[src/rtl/load_store_unit.sv]
// RV32I load/store unit in front of a word-organised data memory.
// Loads extract and extend bytes or halves; sub-word stores do a two-cycle read-modify-write.
module load_store_unit #(
  parameter int MEM_WORDS = 256,
  parameter int WIDX_W    = $clog2(MEM_WORDS)
) (
  input  logic        i_Clk,
  input  logic        i_Reset,
  input  logic        i_Req,
  input  logic        i_We,
  input  logic [2:0]  i_Funct3,
  input  logic [31:0] i_Addr,
  input  logic [31:0] i_wData,
  output logic        o_Busy,
  output logic        o_Done,
  output logic [31:0] o_rData,
  output logic        o_Fault,
  output logic [31:0] o_MemAddr,
  output logic        o_MemWe,
  output logic [31:0] o_MemWData,
  input  logic [31:0] i_MemRData
);

  typedef enum logic [1:0] {
    S_IDLE,
    S_ACCESS,
    S_WRITE,
    S_DONE
  } state_t;

  state_t      state;
  logic        req_we;
  logic [2:0]  req_f3;
  logic [1:0]  req_lane;
  logic [15:0] req_wdata;

  logic        f3_bad;
  logic        misaligned;
  logic        out_of_range;
  logic        fault;
  logic [31:0] word_idx;
  logic [7:0]  rd_byte;
  logic [15:0] rd_half;
  logic [31:0] load_val;
  logic [31:0] merged;

  assign o_Busy = (state != S_IDLE);

  always_comb begin
    f3_bad = 1'b0;
    if (i_We) begin
      f3_bad = (i_Funct3 >= 3'd3);
    end else begin
      f3_bad = (i_Funct3 == 3'd3) || (i_Funct3 == 3'd6) || (i_Funct3 == 3'd7);
    end
    misaligned = 1'b0;
    case (i_Funct3[1:0])
      2'b01:   misaligned = i_Addr[0];
      2'b10:   misaligned = (i_Addr[1:0] != 2'b00);
      default: misaligned = 1'b0;
    endcase
    out_of_range = |i_Addr[31:WIDX_W+2];
    fault        = f3_bad || misaligned || out_of_range;
    word_idx     = {{(32-WIDX_W){1'b0}}, i_Addr[WIDX_W+1:2]};
  end

  // Lane selection uses only the latched request; i_MemRData reflects o_MemAddr.
  always_comb begin
    rd_byte  = i_MemRData[{req_lane, 3'b000} +: 8];
    rd_half  = i_MemRData[{req_lane[1], 4'b0000} +: 16];
    load_val = i_MemRData;
    case (req_f3)
      3'd0:    load_val = {{24{rd_byte[7]}}, rd_byte};
      3'd4:    load_val = {24'h000000, rd_byte};
      3'd1:    load_val = {{16{rd_half[15]}}, rd_half};
      3'd5:    load_val = {16'h0000, rd_half};
      default: load_val = i_MemRData;
    endcase
    merged = i_MemRData;
    if (req_f3[0] == 1'b0) begin
      merged[{req_lane, 3'b000} +: 8] = req_wdata[7:0];
    end else begin
      merged[{req_lane[1], 4'b0000} +: 16] = req_wdata;
    end
  end

  // SW write strobe is registered on accept so the write lands in the ACCESS cycle.
  always_ff @(posedge i_Clk or negedge i_Reset) begin
    if (!i_Reset) begin
      state      <= S_IDLE;
      req_we     <= 1'b0;
      req_f3     <= '0;
      req_lane   <= '0;
      req_wdata  <= '0;
      o_Done     <= 1'b0;
      o_Fault    <= 1'b0;
      o_rData    <= '0;
      o_MemAddr  <= '0;
      o_MemWe    <= 1'b0;
      o_MemWData <= '0;
    end else begin
      case (state)
        S_IDLE: begin
          if (i_Req) begin
            req_we    <= i_We;
            req_f3    <= i_Funct3;
            req_lane  <= i_Addr[1:0];
            req_wdata <= i_wData[15:0];
            if (fault) begin
              o_Done  <= 1'b1;
              o_Fault <= 1'b1;
              state   <= S_DONE;
            end else begin
              o_MemAddr <= word_idx;
              if (i_We && (i_Funct3 == 3'd2)) begin
                o_MemWe    <= 1'b1;
                o_MemWData <= i_wData;
              end
              state <= S_ACCESS;
            end
          end
        end
        S_ACCESS: begin
          if (!req_we) begin
            o_rData   <= load_val;
            o_MemAddr <= '0;
            o_Done    <= 1'b1;
            state     <= S_DONE;
          end else if (req_f3 == 3'd2) begin
            o_MemWe    <= 1'b0;
            o_MemWData <= '0;
            o_MemAddr  <= '0;
            o_Done     <= 1'b1;
            state      <= S_DONE;
          end else begin
            o_MemWe    <= 1'b1;
            o_MemWData <= merged;
            state      <= S_WRITE;
          end
        end
        S_WRITE: begin
          o_MemWe    <= 1'b0;
          o_MemWData <= '0;
          o_MemAddr  <= '0;
          o_Done     <= 1'b1;
          state      <= S_DONE;
        end
        S_DONE: begin
          o_Done  <= 1'b0;
          o_Fault <= 1'b0;
          o_rData <= '0;
          state   <= S_IDLE;
        end
        default: state <= S_IDLE;
      endcase
    end
  end

endmodule
[config.mk]
export PLATFORM = sky130hd
export DESIGN_NAME = load_store_unit
export DESIGN_NICKNAME = d
export VERILOG_FILES = /design/src/rtl/load_store_unit.sv
export SDC_FILE = /design/constraint.sdc
export NUM_CORES = 1
export LEC_CHECK = 0
export CORE_MARGIN = 10
export CORE_UTILIZATION = 48
export CTS_CLUSTER_DIAMETER = 80
export DETAILED_ROUTE_END_ITERATION = 6
export PLACE_DENSITY = 0.79
export SLEW_MARGIN = 20
export SYNTH_ARGS = -nofsm -noshare
export SYNTH_HDL_FRONTEND = slang
export SYNTH_SLANG_ARGS = --single-unit
[constraint.sdc]
create_clock -name i_Clk -period 3.3 [get_ports i_Clk]
set_clock_uncertainty 0.2 [all_clocks]
set_input_delay 0.99 -clock i_Clk [delete_from_list [all_inputs] [get_ports i_Clk]]
set_output_delay 0.99 -clock i_Clk [all_outputs]
set_load 0.02 [all_outputs]
# Yosys cells after proc, flatten, opt, wreduce, memory -nomap -nowiden
# Index checks and enable logic that the tools add are counted.
[word_totals]
regBits = 123
wordCells = 95
[op_classes]
add_sub_neg = 2
order_cmp = 1
eq_ne = 20
shift = 6
n_mux = 36
n_reduce_logical = 19
[op_table]
columns = ["operator", "n"]
rows = [
  ["$mux 32", 11],
  ["$pmux 32 s3", 2],
  ["$pmux 32 s4", 1],
  ["$bwmux 32", 2],
  ["$pmux 32 s2", 1],
  ["$shift 16x7->32 const A", 1],
  ["$shift 8x7->32 const A", 1],
  ["$shiftx 16x7->32", 1],
  ["$shiftx 32x6->16", 1],
  ["$shiftx 32x6->8", 1],
  ["$shiftx 8x7->32", 1],
  ["$reduce_or 22->1", 1],
  ["$neg 5->7", 2],
  ["$eq 3x3->1 const B", 4],
  ["$mux 1", 12],
  ["$ne 2x2->1 const B", 6],
  ["$eq 3x2->1 const B", 3],
  ["$pmux 2 s4", 1],
  ["$reduce_bool 2->1", 4],
  ["$eq 2x2->1 const B", 3],
  ["$reduce_and 3->1", 2],
  ["$reduce_and 5->1", 1],
  ["$eq 2x1->1 const B", 2],
  ["$logic_or 1x1->1", 4],
  ["13 further kinds", 16],
]

# Depth between registers and ports, before layout
# Gate-level depths: netlist of run 1.
[depth]
ltp_word = 9
mapped_depth = 10
ltp_nobuf = 7

# Least setup slack after synthesis of run 1
# OpenSTA, ideal clock, no wires.
[synth_path]
path_kind = "input port to flip-flop"
from = "in i_Funct3[0]"
to = "reg o_MemWData[14]"
setup_ns = 0.130
t_arrival_ns = 2.620
setup_slack_ns = 0.350
path_stages = 7
path_buffers = 1
path_cell_list = "ha_1 > nor4b_2 > nand3_1 > o41a_1 > buf_6 > a2111oi_2 > nor3_1"
[synth_via]
elab_chain_cells = 8
[synth_lines]
columns = ["element", "line_no", "source"]
rows = [
  ["start, declared", "11", "input logic [2:0] i_Funct3,"],
  ["branches (longest 7 deep; another with $ge 3x2->1)", "--", ""],
  ["$reduce_and 5->1 (no line) (*)", "--", ""],
  ["end signal, assigned", "117", "o_MemWData <= i_wData;"],
  ["end signal, assigned", "137", "o_MemWData <= merged;"],
  ["end, declared", "20", "output logic [31:0] o_MemWData,"],
]
# Mark *: on every way between the ends.
# A chain may end at the register's enable or synchronous reset.

# Worst setup path in the final report of run 1
[layout_path]
from = "in i_Funct3[0]"
to = "reg o_MemWData[29]"
# Same word-level chain as after synthesis.

==> results.txt, run 1 <==
The run gives 0.0187 sq mm as the area of the die. TritonCTS built the clock tree. Endpoint of the lowest-slack register-to-register path: o_MemWData[25]$_DFFE_PN0P_.

The tools report the master cell of the clock root buffer as clkbuf_16. Number of storage elements in the synthesis netlist: 99. The run gives 22.4 mm as the final wirelength. The TritonCTS buffer count was 9; the number of maximum-capacitance constraint violations was 0.

The top cell type by area accounts for 37.8% of the synthesized area. By count the netlist is led by dfrtp_1 (99), nor3_1 (66), nor2_1 (47). The logs give 0 for the initial antenna violation count and 81 for the pin count of the biggest net entering global routing. The post-route clock period utilization was 97.9%; the width of the die was 137 microns. The tools report the kind of end point of the critical path as a flop. Measured in cells, the most critical reg-to-reg path has a length of 8.

In this run the mean area of a mapped cell was 9.85 sq um. In this run the most critical hold path is launched from o_rData[1]$_DFFE_PN0P_. The worst path needs 3.23 ns of the cycle, external delays included.

Walking the worst path, the cells encountered are clkdlybuf4s50_1, buf_4, inv_1, ha_1, nand2_1, nand4_1, o41a_4, buf_12, a2111oi_2, nor3_1. The launching point of the worst reg2reg path was req_lane[0]$_DFFE_PN0P_. The worst path setup slack after routing is 0.0698 ns.

From bottom edge to top edge, the die measures 137 microns. The largest fanout on the critical path was 27; the fraction of registers with async set/reset was 100%. Global routing consumed, over all layers together, 23.3% of the routing resources. Summing over every cut layer, the via total after detailed routing is 6214. The first-pass GRT wire length was 34.8 mm; the actual transition at the worst max-transition pin was 0.765 ns. The H-tree was split into 3 levels. The most used flip-flop cell after synthesis is dfrtp_1.

After detailed routing, the number of vias per cell comes to 6.12. The run gives 0 as the final number of hold-violating endpoints. In this run the remaining antenna-violating nets after routing total 0.

For this design the static power due to leakage is 3.54 nW. The post-place setup slack was -0.415 ns; the port buffer count was 178. Number of cell rows: 42.

The I/O pin total is 203, and the number of flops mapped to enable cells by yosys is 0. Sorting the synthesized cells by area gives the leading types as dfrtp_1 (38%), mux2i_1 (6.6%), a2111oi_2 (6.2%), nor3_1 (5.0%), mux2_2 (4.6%). The logs give 67.2% for the utilization of the core after routing and 2 for the deepest clock path buffer count. The Yosys warning count is 0.

For this run, the register share of the synthesized area comes to 37.8%. The run gives 0 as the hold buffer count at CTS. The worst setup path is launched from a primary input.

Hold is met by 0.286 ns. The number of different library cells used by synthesis comes to 52. The path with the worst hold slack has its endpoint at o_rData[1]$_DFFE_PN0P_. Slowest library cell on the worst path: o41a_4. The latest clock arrival within the worst-skew pair was 0.36 ns. The source of the critical timing path was i_Funct3[0].

VDD sags by at most 0.657 mV. The number of global-route vias before repair came out at 6420. The net count of the finished layout is 951. The final count of negative-setup-slack endpoints is 0. Number of pins with negative max-slew slack in the final report: 0. STA puts the critical path data arrival time at 3.26 ns. After technology mapping, the gate count stands at 666.

The most common cell in the synthesized netlist is dfrtp_1. The post-CTS clock slew at the launch and capture registers of the worst setup and hold paths was 0.07 ns; the fraction of layout instances using a drive strength above 1 was 14.9%. Summed over all nets, the half-perimeter wirelength after detailed placement is 17.1 mm. The routed wirelength normalized by instance count was 22.0 microns; the first-pass iteration count of the detailed router was 5. In this run the tightest slew margin relative to its limit is 49.0%. The flow ran to the end, and the final reports show no timing, DRC or antenna violations.

After detailed routing, the number of remaining DRC violations is 0. The mapped netlist covers 0.00656 sq mm. The clock drives 99 sinks. The total power density per cell area is 999 mW/mm^2, and the reg2reg setup slack is 0.39 ns.

The worst hold path was traced through 2 stages. Setup repair after global routing could not meet its margin everywhere. Compared with the post-synthesis result, the final layout area differs by 36.2%. Post-synthesis cell type with the largest combined area: dfrtp_1. Summed over all failing endpoints, the final setup total negative slack is 0 ns. For the fill cell total of the finished layout, the log shows 1013.

For the worst setup path, the data required time is 3.33 ns. The placeable core region was 0.0133 sq mm. Type of the tightest min-delay check: flop to flop. At the end of routability-driven placement, the weighted congestion stood at 0.947. In this run, the number of DRC markers left after iteration 0 of detailed routing was 582. The total overflow left after global routing is 0.

0 antenna diodes ended up in the layout. In this design, the stage delay of the slowest critical-path cell is 0.52 ns. Power comes to 8.92 mW.

Based on the critical path, the design can be clocked at up to 310 MHz. The starting density of the core was 49.3%. The critical setup path kind is primary input to flop.
[sequential cells by signal, summed over array words and instances (netlist names)]
name and flops:
o_MemAddr 8, state 2, req_we 1, req_lane 2, o_MemWData 32, o_Fault 1, o_Done 1, req_wdata 16
o_MemWe 1, req_f3 3, o_rData 32
[report_power, final]
group | total (mW) | switching [mW] | internal, mW
clock network | 1.03 | 0.462 | 0.571
logic | 5.67 | 3.20 | 2.47
registers | 2.22 | 0.503 | 1.71
total | 8.92 | 4.17 | 4.75
[logic make-up after synthesis]
logic type | count (synthesis) | share of synthesized area, %
and+or+nand+nor | 221 | 17.1
DFF | 99 | 37.8
AOI/OAI and AO/OA | 169 | 23.9
buffers and inverters | 93 | 7.35
other | 1 | 0.0572
adders and majority gates | 12 | 2.29
muxes | 71 | 11.5
[cell usage in the layout (no fill, tap or decap), drive strengths merged, types with 15 or more instances in the layout]
cell type      instances
a2111oi               32
a211oi                33
a221oi                31
a22o                  16
buf                   39
clkdlybuf4s50        177
conb                  24
dfrtp                 99
mux2                  27
mux2i                 43
nand2                 39
nand2b                32
nor2                  47
nor3                  66
o21ai                 15
[critical path, delay by kind of cell]
kind                       cells  cell delay (ns)
adders and majority gates      1             0.22
buffers and inverters          4             0.86
AOI/OAI and AO/OA              2             0.84
and+or+nand+nor                3             0.30
[repair_timing]
item / CTS / global route
pin swaps: 0 / 1
buffers inserted: 0 / 1
gates resized for setup: 2 / 6
setup endpoints to repair: 18 / 37
[routing by layer]
| layer | up-vias | global-route usage (%) | wire length, microns |
|---|---|---|---|
| met2 | 283 | 40.6 | 11300 |
| met1 | 3067 | 27.2 | 8700 |
| met5 | - | 0 | 0 |
| met3 | 37 | 5.68 | 1900 |
| met4 | 0 | 8.78 | 539 |
| li1 | 2827 | - | - |
[area by class of cell]
cell class	instances	area (sq um)	area share, %
well taps	176	220	2.47
flip-flops and latches	99	2480	27.8
clock inverters	3	22.5	0.252
inverters	13	48.8	0.547
repair buffers	216	2100	23.5
clock buffers	12	267	2.98
multi-input cells	497	3790	42.4
[through the flow]
stage          cell area, sq um  cells
2_1_floorplan              6640    689
4_1_cts                    8850   1015
3_5_place_dp               8550   1000
5_1_grt                    8930   1016
6_report                   8930   1016
3_3_place_gp               8550   1000
[worst max-delay path by stage]
stage	slack, ns	to
finish	0.07	o_MemWData[29]$_DFFE_PN0P_
floorplan	0.35	o_MemWData[14]$_DFFE_PN0P_
global placement	-0.32	o_MemWData[15]$_DFFE_PN0P_
global route	-0.05	o_MemWData[21]$_DFFE_PN0P_
detailed placement	-0.41	o_MemWData[24]$_DFFE_PN0P_
CTS	0.01	o_MemWData[24]$_DFFE_PN0P_
Power figures use the tool's default switching activity.
==> run 2: changes to the inputs <==
--- a/config.mk
+++ b/config.mk
@@ -10,6 +10,7 @@
 export CTS_CLUSTER_DIAMETER = 80
 export DETAILED_ROUTE_END_ITERATION = 6
 export PLACE_DENSITY = 0.79
+export RECOVER_POWER = 25
 export SLEW_MARGIN = 20
 export SYNTH_ARGS = -nofsm -noshare
 export SYNTH_HDL_FRONTEND = slang
==> run 2 against run 1 <==
Effect of this change: sequential share of layout area is 0.066 points higher; clock power hardly changed; combinational power hardly changed; via count is 0.14% lower; register-to-register slack better by 0.03 ns; die area stayed put; global-route usage stayed put; final cell count stayed put; critical path type unchanged.
==> results.txt, run 2 (synthesis gave the netlist of run 1 again) <==
The tools report the placeable core region as 0.0133 sq mm. The slowest stage of the critical path is the o41a_4 cell. For the deepest clock path buffer count, the log shows 2. The worst setup path is captured at a flop. At the worst endpoint, the required time is 3.33 ns.

Wires add up to 22.4 mm. The tools report the peak clock frequency supported by timing as 310 MHz. The number of pins with negative max-slew slack in the final report is 0, and the total number of vias is 6205. The count of antenna-violating nets left after detailed routing came out at 0. The first detailed-routing pass ran for 5 iterations. The number of maximum-capacitance constraint violations is 0. The die is 137 microns tall. In this run the count of I/O pins placed on the die edge is 203. The starting density of the core came out at 49.3%. Leaving out fill and tap cells, the most frequent cell in the layout is clkdlybuf4s50_1. The worst-case IR drop observed on VDD is 0.656 mV.

In this run the worst hold path is classified as flop to flop. Clock-pin slew was measured on the worst setup and hold paths at 0.07 ns. The run gives 1017 as the fill cell total of the finished layout. The type of origin of the critical path is a primary input. The die covers 0.0187 sq mm. Buffers inserted to repair hold after CTS numbered 0.

Reg2reg setup slack: 0.42 ns. The run finished with clean final reports. During placement, the flow inserted port buffers numbering 178. The via density per instance was 6.11. The tools report the final number of hold-violating endpoints as 0. The global route total overflow came out at 0. Dividing the detail-routed wire length by the instance count gives 22.1 microns. The signal on the critical path passes through clkdlybuf4s50_1, buf_4, inv_1, ha_1, nand2_1, nand4_1, o41a_4, buf_12, a2111oi_2, nor3_1. Normalized max-slew margin: 22.2%. The critical setup path kind is primary input to flop. The library cells used most frequently in the layout, excluding fill and tap cells, are clkdlybuf4s50_1 (177), dfrtp_1 (97), nor3_1 (66). For the pin with the worst max-slew slack, the measured transition is 1.17 ns. The post-place setup slack was -0.415 ns. The worst path in the final design needs a cycle of 3.23 ns, including I/O delays and setup. The largest fanout on the critical path works out to 27. The root buffer cell chosen for the clock tree is clkbuf_16.

Adding up every negative setup slack in the final design gives 0 ns. The post-route netlist has 14.8% of its cells at a drive strength greater than 1. Setup repair after global routing could not meet its margin everywhere. The tools report the initial antenna violation count as 0. Cells fill 67.0% of the core in the end. The logs give 34.8 mm for the first-pass GRT wire length and 17.1 mm for the detailed-placement wirelength estimate. The logs give 0 for the antenna diode instance count and 81 for the pin count of the biggest net entering global routing. After the first detailed-routing iteration, the DRC count stood at 564.

The area overhead of the layout relative to synthesis works out to 35.8%. In the final layout, the registers with the most flip-flops are o_MemWData x32, o_rData x32, req_wdata x16. At the end of routability-driven placement, the weighted congestion stood at 0.947.

The later pin in the worst-skew pair is clocked with a latency of 0.36 ns. The tools report the TritonCTS buffer count as 9. In the post-route analysis, the smallest setup slack over all paths is 0.0720 ns.

For the maximum level of the CTS H-tree, the log shows 3. The logs give 951 for the number of nets in the final layout and 6420 for the number of global-route vias before repair. In this run, placement finished with an instance count of 1000. TritonCTS built the clock tree. The data arrival time of the worst path is 3.25 ns. The clock net in this run drives a total of 99 sinks. For this run, design rule violations remaining after detail routing come to 0. The floorplan has 42 rows. Measured along the x axis, the die boundary spans 137 microns. The finished layout holds 1016 standard cells, fillers aside. Total power density per cell area: 1000 mW/mm^2.

The analysis attributes to cell leakage a power of 3.53 nW. In the finished design, the share of the clock period the worst path needs comes to 97.8%. The total global-route track usage was 23.3%; the final count of negative-setup-slack endpoints was 0. Peak per-stage delay on the critical path: 0.52 ns.
run 2: cell count changes in the layout (fill, tap and decap cells not counted), sizes merged:
cell	previous run	this run
buf	39	36
clkbuf	12	15
run 2: worst paths after layout:
path	startpoint	endpoint	cells after the start
max	i_Funct3[0]	o_MemWData[29]$_DFFE_PN0P_	10
min reg2reg	o_rData[1]$_DFFE_PN0P_	o_rData[1]$_DFFE_PN0P_	2
max in group asynchronous	i_Reset	req_wdata[6]$_DFFE_PN0P_	2
min in group asynchronous	i_Reset	o_rData[9]$_DFFE_PN0P_	1
max reg2reg	req_lane[0]$_DFFE_PN0P_	o_MemWData[25]$_DFFE_PN0P_	8
min	o_rData[1]$_DFFE_PN0P_	o_rData[1]$_DFFE_PN0P_	2
run 2: timing repair:
action                     CTS  global route
setup endpoints to repair   18            37
resized for setup            2             6
pin swaps                    0             1
setup buffers                0             1
run 2: power breakdown:
| group | total, mW | switching, mW | internal [mW] |
|---|---|---|---|
| clock network | 1.04 | 0.466 | 0.571 |
| registers | 2.22 | 0.502 | 1.71 |
| logic | 5.67 | 3.21 | 2.46 |
run 2: metal layers:
| metal | part of all wire (%) | wire length, microns | up-vias | track usage (%) |
|---|---|---|---|---|
| li1 | - | - | 2823 | - |
| met1 | 38 | 8630 | 3054 | 27.2 |
| met2 | 50 | 11300 | 288 | 40.6 |
| met3 | 8.5 | 1920 | 40 | 5.68 |
| met4 | 2.5 | 551 | 0 | 8.78 |
| met5 | 0 | 0 | - | 0 |
run 2: stage by stage:
stage,total power [mW],cell area (sq um),hold WS [ns]
5_1_grt,9.51,8910,0.304
3_5_place_dp,7.75,8550,0.271
6_report,8.92,8910,0.287
2_1_floorplan,5.94,6640,0.292
4_1_cts,8.81,8850,0.286
3_3_place_gp,7.49,8550,0.255
run 2: final cells by class:
cell class,instances,area (sq um),area share [%]
flip-flops and latches,99,2480,27.8
inverters,13,48.8,0.548
clock buffers,12,267,2.99
multi-input cells,497,3790,42.5
well taps,176,220,2.47
clock inverters,3,22.5,0.253
repair buffers,216,2080,23.4
run 2: critical path, delay by kind of cell:
family | cells | cell delay (ns)
fa+ha+maj | 1 | 0.22
compound gates | 2 | 0.84
simple gates | 3 | 0.30
buf+inv | 4 | 0.86
==> variant, RTL diff (config.mk and constraints of run 2) <==
Set the parameter `MEM_WORDS` to 512 (it was 256).
--- a/src/rtl/load_store_unit.sv
+++ b/src/rtl/load_store_unit.sv
@@ -1,7 +1,7 @@
 // RV32I load/store unit in front of a word-organised data memory.
 // Loads extract and extend bytes or halves; sub-word stores do a two-cycle read-modify-write.
 module load_store_unit #(
-  parameter int MEM_WORDS = 256,
+  parameter int MEM_WORDS = 512,
   parameter int WIDX_W    = $clog2(MEM_WORDS)
 ) (
   input  logic        i_Clk,
Function: changed (Yosys sat finds a counterexample within 4 cycles, from zero or initial values and one cycle with i_Reset low).
==> variant against run 2 <==
  * Register-to-register slack better by 180 ps
  * Global-route usage decreased by 1.5 points
  * Sequential share of layout area is 1.8 points higher
  * Core utilization down 0.11 points
  * Total power down 2.6%
  * Largest power group unchanged
  * Cell area is 5.2% lower
  * Hold slack worse by 4.4 ps
  * Non-clock buffer count fell by 16
  * Sequential cell count rose by 1
  * Setup slack better by 120 ps
  * Synthesized cell count shrank 13%
  * Critical endpoint is now o_MemAddr[0]$_DFFE_PN0P_
  * Area after synthesis down 5.5%
  * Routed wire length is 11% lower
==> variant: results (changes against run 2) <==
| Metric | Value |
|---|---|
| Outcome | `complete, no violations` |
| Dpl ws | `-168.7 ps (+245.9 ps)` |
| P_int | `5.023 mW (+5.8%)` |
| Largest net degree at the start of global routing | `101 (+25%)` |
| Crit path DAT | `3140 ps (-110 ps)` |
| DRT met1 WL | `8226 µm (-4.7%)` |
| Layout cells sized above 1 | `14.68% (-0.079 points)` |
| Worst hold slack | `282.9 ps (-4.357 ps)` |
| R2R Setup Slk | `600 ps (+180 ps)` |
| Placed Cells | `912 (-8.8%)` |
| P per Cell Area | `1029 nW/µm² (+2.7%)` |
| Multiplexer share of the synthesized area | `19.37% (+7.8 points)` |
| GR Layer Usage met2 | `36.23% (-4.3 points)` |
| DRT Wirelength | `20000 µm (-11%)` |
| Adder-Cell Fraction of Synth Area | `2.423% (+0.13 points)` |
| Routed wl met3 | `1722 µm (-10%)` |
| DP HPWL | `15190 µm (-11%)` |
| Hold Startpoint | `o_rData[4]$_DFFE_PN0P_` |
| Post-synthesis sequential area ratio | `40.39% (+2.6 points)` |
| Layout fillers | `1003 (-1.4%)` |
| M1 GR Usage | `26.06% (-1.1 points)` |
| Most frequent cells after synthesis | `dfrtp_1, mux2i_1, nand2_1` |
| Number of global-route vias before repair | `5759 (-10%)` |
| 1st-iter DRT viols | `524 (-7.1%)` |
| R2R depth | `6 (-2)` |
| Worst vdd ir | `848.5 µV (+29%)` |
| Area post-placement | `8112 µm² (-5.1%)` |
| WHS Endpoint | `o_rData[4]$_DFFE_PN0P_` |
| IO Port Bufs | `179 (+0.56%)` |
| Global placement routability congestion | `0.8857 (-6.5%)` |
| Max_slew headroom | `8.141% (-14 points)` |
| Post-synthesis area per instance | `10.68 µm² (+8.5%)` |
| Compound-Gate Fraction of Synth Area | `21.73% (-2.1 points)` |
| First-pass GRT wire length | `31470 µm (-9.5%)` |
-- variant: cell count changes after synthesis, sizes merged, moves of 20 or more --
cell	change
a2111oi	-30
nor3	-62
a221o	+33
nand2b	-23
a211oi	-21
mux2	+26
a21oi	+22
nor2	-38
o21ai	+21
a221oi	-20
-- variant: cell type report --
| cell class | count | area, µm² | share of cell area, % |
|---|---|---|---|
| Multi-Input combinational cell | 409 | 3309 | 39.21 |
| Sequential cell | 100 | 2505 | 29.68 |
| Timing Repair Buffer | 200 | 1959 | 23.21 |
| Clock buffer | 11 | 252.7 | 2.994 |
| Tap cell | 172 | 215.2 | 2.550 |
| Inverter | 31 | 116.4 | 1.379 |
| Clock inverter | 5 | 82.58 | 0.9784 |
-- variant: worst max-delay path, cell delays in order --
cell and delay [ps]:
clkdlybuf4s50_1 480, ha_1 220, nor4b_1 290, nand3_1 180, a2111oi_4 310, buf_4 210, o21ai_2 150, mux2_2 320
